[src/rtl/pingpong_bank_ctrl.sv]
// ---------------------------------------------------------------------------
// pingpong_bank_ctrl
//
// Double-buffer bank controller.  A writer fills one bank of DEPTH words
// while a reader drains the other.  When the writer completes a bank, that
// bank is marked full, handed to the reader and the write side flips to the
// opposite bank.  When the reader pulses rd_done the bank it owns is
// released (marked empty) and the read side flips.
//
// Per-bank life cycle:
//   state   | meaning
//   EMPTY   | bank_full=0, not the write bank or write bank with wr_addr=0
//   FILLING | write bank, 0 < wr_addr <= DEPTH-1
//   FULL    | bank_full=1, owned by the reader until released
//
// Parameters
//   ADDR_W      bank address width, DEPTH = 2**ADDR_W words per bank
//
// Ports
//   clk         sole clock, rising edge
//   rst         synchronous active-high reset
//   wr_valid    writer offers a word
//   wr_ready    current write bank can accept a word
//   wr_en       write strobe to bank RAM (wr_valid & wr_ready)
//   wr_addr     word address within the current write bank
//   toggle      one-hot write-bank select (01 = bank 0, 10 = bank 1)
//   rd_bank     one-hot read-bank select, same encoding
//   rd_valid    bank selected by rd_bank is full and owned by the reader
//   rd_done     one-cycle pulse, reader has finished the current read bank
//   bank_full   per-bank full flags, bit 0 = bank 0
//   err         sticky protocol-error flag
//
// Build option
//   PINGPONG_ERR_EN  when defined, err latches on an overrun attempt
//                    (wr_valid while !wr_ready) or a spurious release
//                    (rd_done while !rd_valid).  When undefined err is 0
//                    and no detection logic exists.
// ---------------------------------------------------------------------------
module pingpong_bank_ctrl #(
    parameter int ADDR_W = 3
) (
    input  logic              clk,
    input  logic              rst,
    input  logic              wr_valid,
    output logic              wr_ready,
    output logic              wr_en,
    output logic [ADDR_W-1:0] wr_addr,
    output logic [1:0]        toggle,
    output logic [1:0]        rd_bank,
    output logic              rd_valid,
    input  logic              rd_done,
    output logic [1:0]        bank_full,
    output logic              err
);

    localparam logic [ADDR_W-1:0] LAST_ADDR = {ADDR_W{1'b1}};
    localparam logic [1:0]        SEL_BANK0 = 2'b01;

    logic [1:0]        toggle_q,    toggle_d;
    logic [1:0]        rd_bank_q,   rd_bank_d;
    logic [ADDR_W-1:0] wr_addr_q,   wr_addr_d;
    logic [1:0]        bank_full_q, bank_full_d;

    logic wr_accept;
    logic wr_last;
    logic rd_release;

    // Handshake and read-side status.  Only wr_en sees inputs; wr_ready
    // additionally masks itself during reset so no write is acknowledged
    // on a cycle whose state update is being discarded.
    assign wr_ready   = !rst && !(|(bank_full_q & toggle_q));
    assign wr_accept  = wr_valid && wr_ready;
    assign wr_last    = wr_accept && (wr_addr_q == LAST_ADDR);
    assign rd_valid   = |(bank_full_q & rd_bank_q);
    assign rd_release = rd_done && rd_valid;

    always_comb begin
        toggle_d    = toggle_q;
        rd_bank_d   = rd_bank_q;
        wr_addr_d   = wr_addr_q;
        bank_full_d = bank_full_q;

        if (wr_accept) begin
            if (wr_last) begin
                wr_addr_d   = '0;
                toggle_d    = {toggle_q[0], toggle_q[1]};
                bank_full_d = bank_full_d | toggle_q;
            end else begin
                wr_addr_d = wr_addr_q + 1'b1;
            end
        end

        // Applied after the fill so that a release of the same bank would
        // take precedence (cannot happen, a full bank refuses writes).
        if (rd_release) begin
            bank_full_d = bank_full_d & ~rd_bank_q;
            rd_bank_d   = {rd_bank_q[0], rd_bank_q[1]};
        end
    end

    always_ff @(posedge clk) begin
        if (rst) begin
            toggle_q    <= SEL_BANK0;
            rd_bank_q   <= SEL_BANK0;
            wr_addr_q   <= '0;
            bank_full_q <= 2'b00;
        end else begin
            toggle_q    <= toggle_d;
            rd_bank_q   <= rd_bank_d;
            wr_addr_q   <= wr_addr_d;
            bank_full_q <= bank_full_d;
        end
    end

`ifdef PINGPONG_ERR_EN
    logic err_q, err_d;

    always_comb begin
        err_d = err_q;
        if ((wr_valid && !wr_ready) || (rd_done && !rd_valid)) begin
            err_d = 1'b1;
        end
    end

    always_ff @(posedge clk) begin
        if (rst) begin
            err_q <= 1'b0;
        end else begin
            err_q <= err_d;
        end
    end

    assign err = err_q;
`else
    assign err = 1'b0;
`endif

    assign wr_en     = wr_accept;
    assign wr_addr   = wr_addr_q;
    assign toggle    = toggle_q;
    assign rd_bank   = rd_bank_q;
    assign bank_full = bank_full_q;

endmodule
[config.mk]
export PLATFORM = sky130hd
export DESIGN_NAME = pingpong_bank_ctrl
export DESIGN_NICKNAME = d
export VERILOG_FILES = /design/src/rtl/pingpong_bank_ctrl.sv
export SDC_FILE = /design/constraint.sdc
export NUM_CORES = 1
export LEC_CHECK = 0
export BUFFER_PORTS_ARGS = -buffer_cell sky130_fd_sc_hd__clkbuf_2
export CORE_UTILIZATION = 35
export DETAILED_ROUTE_END_ITERATION = 10
export SYNTH_ARGS = -nofsm -noshare
export SYNTH_HDL_FRONTEND = slang
export SYNTH_SLANG_ARGS = --single-unit
[constraint.sdc]
create_clock -name clk -period 2.7 [get_ports clk]
set_input_delay 0.135 -clock clk [delete_from_list [all_inputs] [get_ports clk]]
set_output_delay 0.135 -clock clk [all_outputs]
set_load 0.005 [all_outputs]
### Word level (Yosys, flattened, before mapping)

Cells that the tools add are included.

* output and inout bits: 13
* bits of input ports: 4
* register bits after elaboration: 9

* muxes and demuxes: 4
* equal/unequal tests: 1
* add/subtract/negate cells: 1
* reductions and logical operators: 9
* bitwise logic cells: 5

Operators with widths (count)
* $and A2 B2 Y2: 3
* $mux W2: 3
* $logic_and A1 B1 Y1: 4
* $reduce_or A2 Y1: 2
* $add A3 B1 Y3 const B: 1
* $eq A3 B3 Y1 const B: 1
* $mux W3: 1
* $logic_not A1 Y1: 2
* $not A2 Y2: 1
* $or A2 B2 Y2: 1
* $reduce_and A2 Y1: 1

### Logic depth before layout (Yosys ltp)

Gate-level depths: netlist of the first run.

* depth in word-level cells: 10
* gate-level depth with buffers: 5
* mapped depth without buffers: 5

### Least setup slack after synthesis of the first run

No wires, ideal clock.

* kind: register to register
* from: register bank_full_q[1] (netlist: bank_full[1])
* to: register bank_full_q[0] (netlist: bank_full[0])
* period minus slack after synthesis: 1.287 ns
* required time: 2.614 ns
* cell stages (with the launch flop): 4
* path slack: 1.413 ns
* setup time: 0.086 ns
* arrival time: 1.200 ns
* cells stage by stage: dfxtp_1 -> a221oi_4 -> nand4_2 -> a221oi_2

* word-level cells in the longest chain between the ends: 10
* elaborated cells between the ends (all ways): 13

RTL lines
* from (decl): RTL line 62 `logic [1:0] bank_full_q, bank_full_d;`
* from (signal assigned): RTL line 111 `bank_full_q <= bank_full_d;`
* $and A2 B2 Y2 *: RTL line 71 `assign wr_ready = !rst && !(|(bank_full_q & toggle_q));`
* $reduce_or A2 Y1 *: RTL line 71
* $logic_not A1 Y1 *: RTL line 71
* $logic_and A1 B1 Y1 *: RTL line 71
* named net wr_ready: RTL line 45 `output logic wr_ready,`
* $logic_and A1 B1 Y1 *: RTL line 72 `assign wr_accept = wr_valid && wr_ready;`
* $logic_and A1 B1 Y1: RTL line 73 `assign wr_last = wr_accept && (wr_addr_q == LAST_ADDR);`
* $mux W2: RTL line 84 `if (wr_last) begin`
* $mux W2 *: RTL line 83 `if (wr_accept) begin`
* $and A2 B2 Y2: RTL line 96 `bank_full_d = bank_full_d & ~rd_bank_q;`
* $mux W2 *: RTL line 95 `if (rd_release) begin`

The timed path passes the listed nets; every way through them passes the cells marked *.
A chain may end at the register's enable or synchronous reset.

### Worst setup path in the final report of the first run

* from: register bank_full_q[1] (netlist: bank_full[1])
* to: output port wr_en

* word-level cells in the longest chain between the ends: 5

RTL lines
* $and A2 B2 Y2: RTL line 71
* $reduce_or A2 Y1: RTL line 71
* $logic_not A1 Y1: RTL line 71
* $logic_and A1 B1 Y1: RTL line 71
* $logic_and A1 B1 Y1: RTL line 72
* to (decl): RTL line 46 `output logic wr_en,`

Every way passes these cells.

==> impl_metrics.sql, run 1 <==
INSERT INTO impl_metrics (metric_group, metric, value, unit) VALUES
('synth', 'post_synth.cell_area_avg', '9.16', 'um2'),
('clock_network', 'cts.repair_timing.setup_buffer_count', '0', ''),
('critical_path', 'worstSetupPathDepth', '3', ''),
('synth', 'synth_top_flop_cell', 'sky130_fd_sc_hd__dfxtp_1', ''),
('power_and_ir_drop', 'p_leak', '0.261', 'nW'),
('synth', 'ys_warn_count', '0', ''),
('floorplan', 'io-pin-count', '17', ''),
('drt', 'vias', '390', ''),
('synth', 'postSynthCellCount', '50', ''),
('critical_path', 'critPathMaxFanout', '9', ''),
('final_layout', 'antennaDiodeCount', '0', ''),
('critical_path', 'regToRegSetupSlack', '1.35', 'ns'),
('grt', 'globalRouteTotalUtil', '14.1', '%'),
('critical_path', 'ff2ff_path_depth', '3', ''),
('critical_path', 'timing.critical_path.from', 'bank_full[1]', ''),
('timing', 'post-route-period-util', '58.6', '%'),
('drt', 'drtIter0Drc', '9', ''),
('floorplan', 'num_rows', '12', ''),
('synth', 'register_bit_count_reported_by_yosys', '9', ''),
('critical_path', 'worstPathBufferInverterCount', '1', ''),
('grt', 'grt_antenna_before_repair', '0', ''),
('power_and_ir_drop', 'ir_drop', '0.286', 'mV'),
('drt', 'first_pass_iters', '4', ''),
('floorplan', 'initial_core_util', '39.6', '%'),
('grt', 'grt_max_degree', '11', ''),
('critical_path', 'ff_to_ff_end', 'bank_full[0]', ''),
('final_layout', 'drive_above_1_share', '34.8', '%'),
('grt', 'grt_pass1_vias', '334', ''),
('critical_path', 'worstPathRequired', '2.57', 'ns'),
('min_path', 'hp-class', 'in -> reg', ''),
('synth', 'synth_nets', '56', ''),
('critical_path', 'startpoint_type', 'flip-flop', ''),
('timing', 'finalCriticalPeriod', '1.58', 'ns'),
('clock_network', 'cts-buffers-inserted', '3', ''),
('clock_network', 'clk_pin_slew', '0.06', 'ns'),
('synth', 'synthesis.area', '458', 'um2'),
('drt', 'drt_drc_violations_left', '0', ''),
('drt', 'drtAntennaViolNets', '0', ''),
('critical_path', 'worstPathArrival', '1.45', 'ns'),
('critical_path', 'timing.critical_path.to', 'wr_en', ''),
('synth', 'most_frequent_cell_after_synthesis', 'sky130_fd_sc_hd__dfxtp_1', ''),
('place', 'dp_hpwl', '636', 'um'),
('timing', 'setup_viol', '0', ''),
('synth', 'synth_edf_count', '0', ''),
('place', 'globalplace.congestion', '0.777', ''),
('timing', 'final-hold-violation-count', '0', ''),
('clock_network', 'clock_tree.buffer_depth', '2', ''),
('power_and_ir_drop', 'power.density_cell_area', '470', 'nW/um2'),
('clock_network', 'cts_num_sinks', '9', ''),
('floorplan', 'dieArea', '1460', 'um2'),
('clock_network', 'htree_levels', '1', ''),
('synth', 'synth_sequential_area_ratio', '39.3', '%'),
('timing', 'fin_tns_setup', '0', 'ns'),
('floorplan', 'dieHeight', '38.2', 'um'),
('timing', 'rsz0062_at_grt', 'false', ''),
('critical_path', 'setup.worst_path.end_class', 'primary output', ''),
('synth', 'netlist-cell-type-count', '24', ''),
('floorplan', 'core_region_area', '1160', 'um2'),
('synth', 'async_reset_ff_share', '0', '%'),
('clock_network', 'cts_tree', 'yes', ''),
('synth', 'synth_area_leader_cell', 'sky130_fd_sc_hd__dfxtp_1', ''),
('timing', 'fmax', '0.632', 'GHz'),
('timing', 'fin_skew', '0.00170', 'ns'),
('critical_path', 'worstPathCellList', 'a221oi_4 > and2_2 > clkbuf_2', ''),
('clock_network', 'cts_root_buffer_type', 'sky130_fd_sc_hd__clkbuf_4', ''),
('critical_path', 'worst_path_max_delay_cell', 'sky130_fd_sc_hd__a221oi_4', ''),
('clock_network', 'post_cts_hold_buffer_count', '0', ''),
('clock_network', 'insertion_delay', '0.25', 'ns'),
('critical_path', 'timing_worst_setup_path_type', 'reg -> out', ''),
('flow_run', 'max-cap-violations', '0', ''),
('status', 'outcome', 'finished clean', '');
## metal layers
metal | GRT usage (%) | vias up | part of all wire, % | routed length [um]
li1 | - | 209 | - | -
met2 | 19.1 | 10 | 41 | 334
met1 | 17.9 | 169 | 52 | 426
met5 | 0 | - | 0 | 0
met4 | 5.36 | 0 | 1.7 | 14
met3 | 8.72 | 2 | 5.6 | 46
## worst min-delay path by stage
| stage | end | slack (ns) | depth (start not counted) |
|---|---|---|---|
| 2_1_floorplan | rd_bank[1] | 0.30 | 2 |
| 3_3_place_gp | rd_bank[1] | 0.44 | 3 |
| 3_5_place_dp | rd_bank[1] | 0.44 | 3 |
| 4_1_cts | rd_bank[1] | 0.16 | 3 |
| 5_1_grt | rd_bank[1] | 0.17 | 3 |
| 6_report | rd_bank[1] | 0.17 | 3 |
## metrics by stage
step / instances / cell area (um2) / worst slack (ns) / utilization [%] / power [W]
floorplan: 50 / 458 / 1.41 / - / 0.000159
global placement: 76 / 533 / 1.39 / 46.1 / 0.000168
detailed placement: 76 / 533 / 1.36 / 46.1 / 0.000168
CTS: 80 / 559 / 1.10 / 48.4 / 0.000269
global route: 80 / 559 / 1.03 / 48.4 / 0.000280
finish: 80 / 559 / 1.12 / 48.4 / 0.000263
## cell families (layout without fill, tap and decap cells)
kind of cell / Yosys count / in the layout / synth area share, %
compound gates: 12 / 12 / 23.5
fa+ha+maj: 2 / 2 / 5.46
buf+inv: 7 / 23 / 7.10
flops: 9 / 9 / 39.3
mux: 1 / 1 / 2.19
other cells: 1 / 1 / 0.819
simple gates: 18 / 18 / 21.6
## where the power goes
group,internal (W),switching (W)
combinational,0.0000111,0.0000135
clock,0.0000566,0.0000415
sequential,0.000137,0.00000334
## layout by cell type, fill, tap and decap left out, types with 2 or more instances in the layout
cell type                  count
sky130_fd_sc_hd__a21oi_1       2
sky130_fd_sc_hd__clkbuf_2     15
sky130_fd_sc_hd__clkbuf_4      3
sky130_fd_sc_hd__dfxtp_1       9
sky130_fd_sc_hd__ha_1          2
sky130_fd_sc_hd__inv_1         4
sky130_fd_sc_hd__nand2_1       3
sky130_fd_sc_hd__nand2b_1      3
sky130_fd_sc_hd__nand3_1       4
sky130_fd_sc_hd__nor2_1        4
sky130_fd_sc_hd__o21ai_0       4
## tightest hold or removal path, delay by kind of cell
kind / cells / cell delay [ns]
AND/OR/NAND/NOR: 1 / 0.08
buffers and inverters: 1 / 0.11
AO/OA/AOI/OAI: 1 / 0.05
## area by class of cell
type / instances / area, um2
inverters: 4 / 15.0
well taps: 14 / 17.5
clock buffers: 4 / 26.3
fillers: 99 / 597
flip-flops and latches: 9 / 180
repair buffers: 15 / 75.1
multi-input cells: 34 / 245
## sequential cells by signal, indices dropped and copies added, names as in the netlist
register and cells:
bank_full 2, rd_bank 2, toggle 2, wr_addr 3
No activity file was read; power rests on OpenSTA's default activity.
==> run 2, diff against run 1 <==
Clock period 2.7 ns to 1.36 ns, I/O delays scaled along.
==> run 2 against run 1 <==
Cell area rose by 9.6%. Sequential cell count did not move. First-iteration DRC count did not move. Critical path depth did not move. Critical path type unchanged. Largest power group unchanged.
==> impl_metrics.sql, run 2 (same netlist as run 1, synthesis figures left out) <==
INSERT INTO impl_metrics (metric_group, metric, value, unit) VALUES
('power_and_ir_drop', 'switching_part_of_the_total', '24.6', '%'),
('critical_path', 'critical_path.max_stage_delay', '0.37', 'ns'),
('timing', 'postLayoutSetupSlackWorst', '0.0125', 'ns'),
('final_layout', 'layout.cells.most_common', 'sky130_fd_sc_hd__clkbuf_2', ''),
('critical_path', 'worstPathArrival', '1.28', 'ns'),
('final_layout', 'drive_above_1_share', '42.3', '%'),
('drt', 'routed_wire_length_per_instance', '11.7', 'um'),
('floorplan', 'dieArea', '1460', 'um2'),
('power_and_ir_drop', 'power.switching', '0.000136', 'W'),
('drt', 'first_pass_iters', '4', ''),
('grt', 'grt_pass1_vias', '374', ''),
('timing', 'fmax', '0.742', 'GHz'),
('critical_path', 'worstPathCellList', 'a221oi_4 > and2_4 > buf_6', ''),
('clock_network', 'clk_pin_slew', '0.06', 'ns'),
('min_path', 'hp-class', 'in -> reg', ''),
('final_layout', 'area_growth_syn_to_layout', '33.9', '%'),
('floorplan', 'num_rows', '12', ''),
('power_and_ir_drop', 'clk_network_pwr_share', '38.2', '%'),
('critical_path', 'ff_to_ff_end', 'bank_full[0]', ''),
('clock_network', 'cts_root_buffer_type', 'sky130_fd_sc_hd__clkbuf_4', ''),
('power_and_ir_drop', 'p_total', '0.000554', 'W'),
('timing', 'setup_viol', '0', ''),
('clock_network', 'post_cts_hold_buffer_count', '0', ''),
('final_layout', 'max_ffs_per_register', '3', ''),
('final_layout', 'final_core_util', '53.0', '%'),
('grt', 'grt_overflow_total', '0', ''),
('flow_run', 'max-cap-violations', '0', ''),
('place', 'globalplace.congestion', '0.711', ''),
('clock_network', 'cts-buffers-inserted', '3', ''),
('drt', 'vias_per_cell', '5.05', ''),
('critical_path', 'ff2ff_path_depth', '4', ''),
('floorplan', 'die_x', '38.2', 'um'),
('place', 'dp_hpwl', '698', 'um'),
('critical_path', 'timing_worst_setup_path_type', 'reg -> out', ''),
('critical_path', 'regToRegSetupSlack', '0.05', 'ns'),
('drt', 'drt_drc_violations_left', '0', ''),
('drt', 'vias', '429', ''),
('grt', 'first_pass_grt_wire_length', '1540', 'um'),
('clock_network', 'insertion_delay', '0.26', 'ns'),
('drt', 'drtAntennaViolNets', '0', ''),
('drt', 'routed_wl', '996', 'um'),
('timing', 'finalCriticalPeriod', '1.35', 'ns'),
('final_layout', 'design.final.nets', '78', ''),
('floorplan', 'dieHeight', '38.2', 'um'),
('grt', 'globalRouteTotalUtil', '16.3', '%'),
('grt', 'grt_max_degree', '11', ''),
('min_path', 'worst_hold_path.num_cells', '3', ''),
('timing', 'rsz0062_at_grt', 'true', ''),
('final_layout', 'top_register', 'wr_addr', ''),
('power_and_ir_drop', 'p_leak', '0.290', 'nW'),
('min_path', 'hold_path.startpoint', 'rd_done', ''),
('clock_network', 'clock_tree.buffer_depth', '2', ''),
('critical_path', 'worst_path_max_delay_cell', 'sky130_fd_sc_hd__dfxtp_4', ''),
('power_and_ir_drop', 'cellInternalPower', '0.000417', 'W'),
('place', 'port-buffer-count', '15', ''),
('min_path', 'worstHoldEndpoint', 'rd_bank[1]', ''),
('status', 'outcome', 'finished clean', ''),
('critical_path', 'setup.worst_path.end_class', 'primary output', ''),
('timing', 'report.final.slew_viol_count', '0', ''),
('floorplan', 'core_region_area', '1160', 'um2'),
('floorplan', 'initial_core_util', '39.6', '%'),
('place', 'pre_cts_ws', '0.0744', 'ns'),
('drt', 'drtIter0Drc', '9', ''),
('final_layout', 'antennaDiodeCount', '0', ''),
('grt', 'grt_antenna_before_repair', '0', ''),
('critical_path', 'worstPathRequired', '1.29', 'ns'),
('timing', 'final-hold-violation-count', '0', ''),
('clock_network', 'cts_tree', 'yes', ''),
('critical_path', 'worstReg2RegStart', 'bank_full[1]', ''),
('final_layout', 'final_cell_mix', '14 x sky130_fd_sc_hd__clkbuf_2, 7 x sky130_fd_sc_hd__dfxtp_1', ''),
('power_and_ir_drop', 'p_seq_share', '49.6', '%'),
('critical_path', 'startpoint_type', 'flip-flop', ''),
('timing', 'post-route-period-util', '99.1', '%'),
('critical_path', 'critPathMaxFanout', '5', ''),
('floorplan', 'io-pin-count', '17', ''),
('timing', 'fin_skew', '0.000589', 'ns'),
('power_and_ir_drop', 'comb_pwr_share', '12.2', '%'),
('power_and_ir_drop', 'ir_drop', '0.538', 'mV'),
('critical_path', 'timing.critical_path.from', 'bank_full[1]', ''),
('power_and_ir_drop', 'power.density_cell_area', '903', 'nW/um2'),
('clock_network', 'htree_levels', '1', ''),
('timing', 'fin_tns_setup', '0', 'ns'),
('clock_network', 'cts_num_sinks', '9', '');
-- run 2: changes by cell type in the layout (fill, tap and decap cells not counted) --
| cell | before | now |
|---|---|---|
| sky130_fd_sc_hd__buf_4 | 0 | 4 |
| sky130_fd_sc_hd__buf_6 | 0 | 2 |
| sky130_fd_sc_hd__dfxtp_1 | 9 | 7 |
| sky130_fd_sc_hd__and2_2 | 1 | 0 |
| sky130_fd_sc_hd__and2_4 | 0 | 1 |
| sky130_fd_sc_hd__clkbuf_2 | 15 | 14 |
| sky130_fd_sc_hd__dfxtp_2 | 0 | 1 |
| sky130_fd_sc_hd__dfxtp_4 | 0 | 1 |
-- run 2: stage by stage --
step	std cells	hold slack, ns	instance area [um2]
final	85	0.101	613
after global routing	85	0.0988	613
after CTS	84	0.0963	589
after detailed placement	79	0.377	556
after global placement	79	0.365	556
after floorplan	50	0.230	458
-- run 2: cell type report --
| class | instances | area (um2) |
|---|---|---|
| fillers | 112 | 543 |
| well taps | 14 | 17.5 |
| clock buffers | 4 | 26.3 |
| inverters | 4 | 15.0 |
| repair buffers | 20 | 123 |
| flip-flops and latches | 9 | 185 |
| multi-input cells | 34 | 246 |
-- run 2: worst max path at each step --
stage | endpoint | slack (ns) | depth (start not counted)
after floorplan | bank_full[0] | 0.07 | 3
after global placement | bank_full[0] | 0.07 | 3
after detailed placement | bank_full[0] | 0.07 | 3
after CTS | wr_en | 0.0008 | 3
after global routing | wr_en | -0.02 | 3
final | wr_en | 0.01 | 3
-- run 2: power groups by stage --
stage | clock network (W) | registers, W | logic (W)
after floorplan | 0 | 0.000284 | 0.0000322
after global placement | 0 | 0.000283 | 0.0000590
after detailed placement | 0 | 0.000283 | 0.0000586
final | 0.000212 | 0.000275 | 0.0000678
after CTS | 0.000223 | 0.000276 | 0.0000613
after global routing | 0.000240 | 0.000276 | 0.0000756
-- run 2: critical path: cells and delay by family (launching register included) --
family / cells / cell delay (ns)
buf+inv: 1 / 0.09
flops: 1 / 0.37
simple gates: 1 / 0.22
compound gates: 1 / 0.34
-- run 2: per-layer routing --
| metal | part of all wire, % | up-vias | track usage [%] | wire [um] |
|---|---|---|---|---|
| met4 | 1.4 | 0 | 13.4 | 14 |
| met2 | 47 | 7 | 22.0 | 472 |
| li1 | - | 216 | - | - |
| met5 | 0 | - | 0 | 0 |
| met3 | 2.2 | 2 | 5.23 | 22 |
| met1 | 49 | 204 | 20.7 | 487 |
-- run 2: what timing repair did --
action	in CTS	in global routing
pin swaps	1	3
endpoints found under the setup margin	2	2
setup buffers	1	1
gates resized for setup	0	6
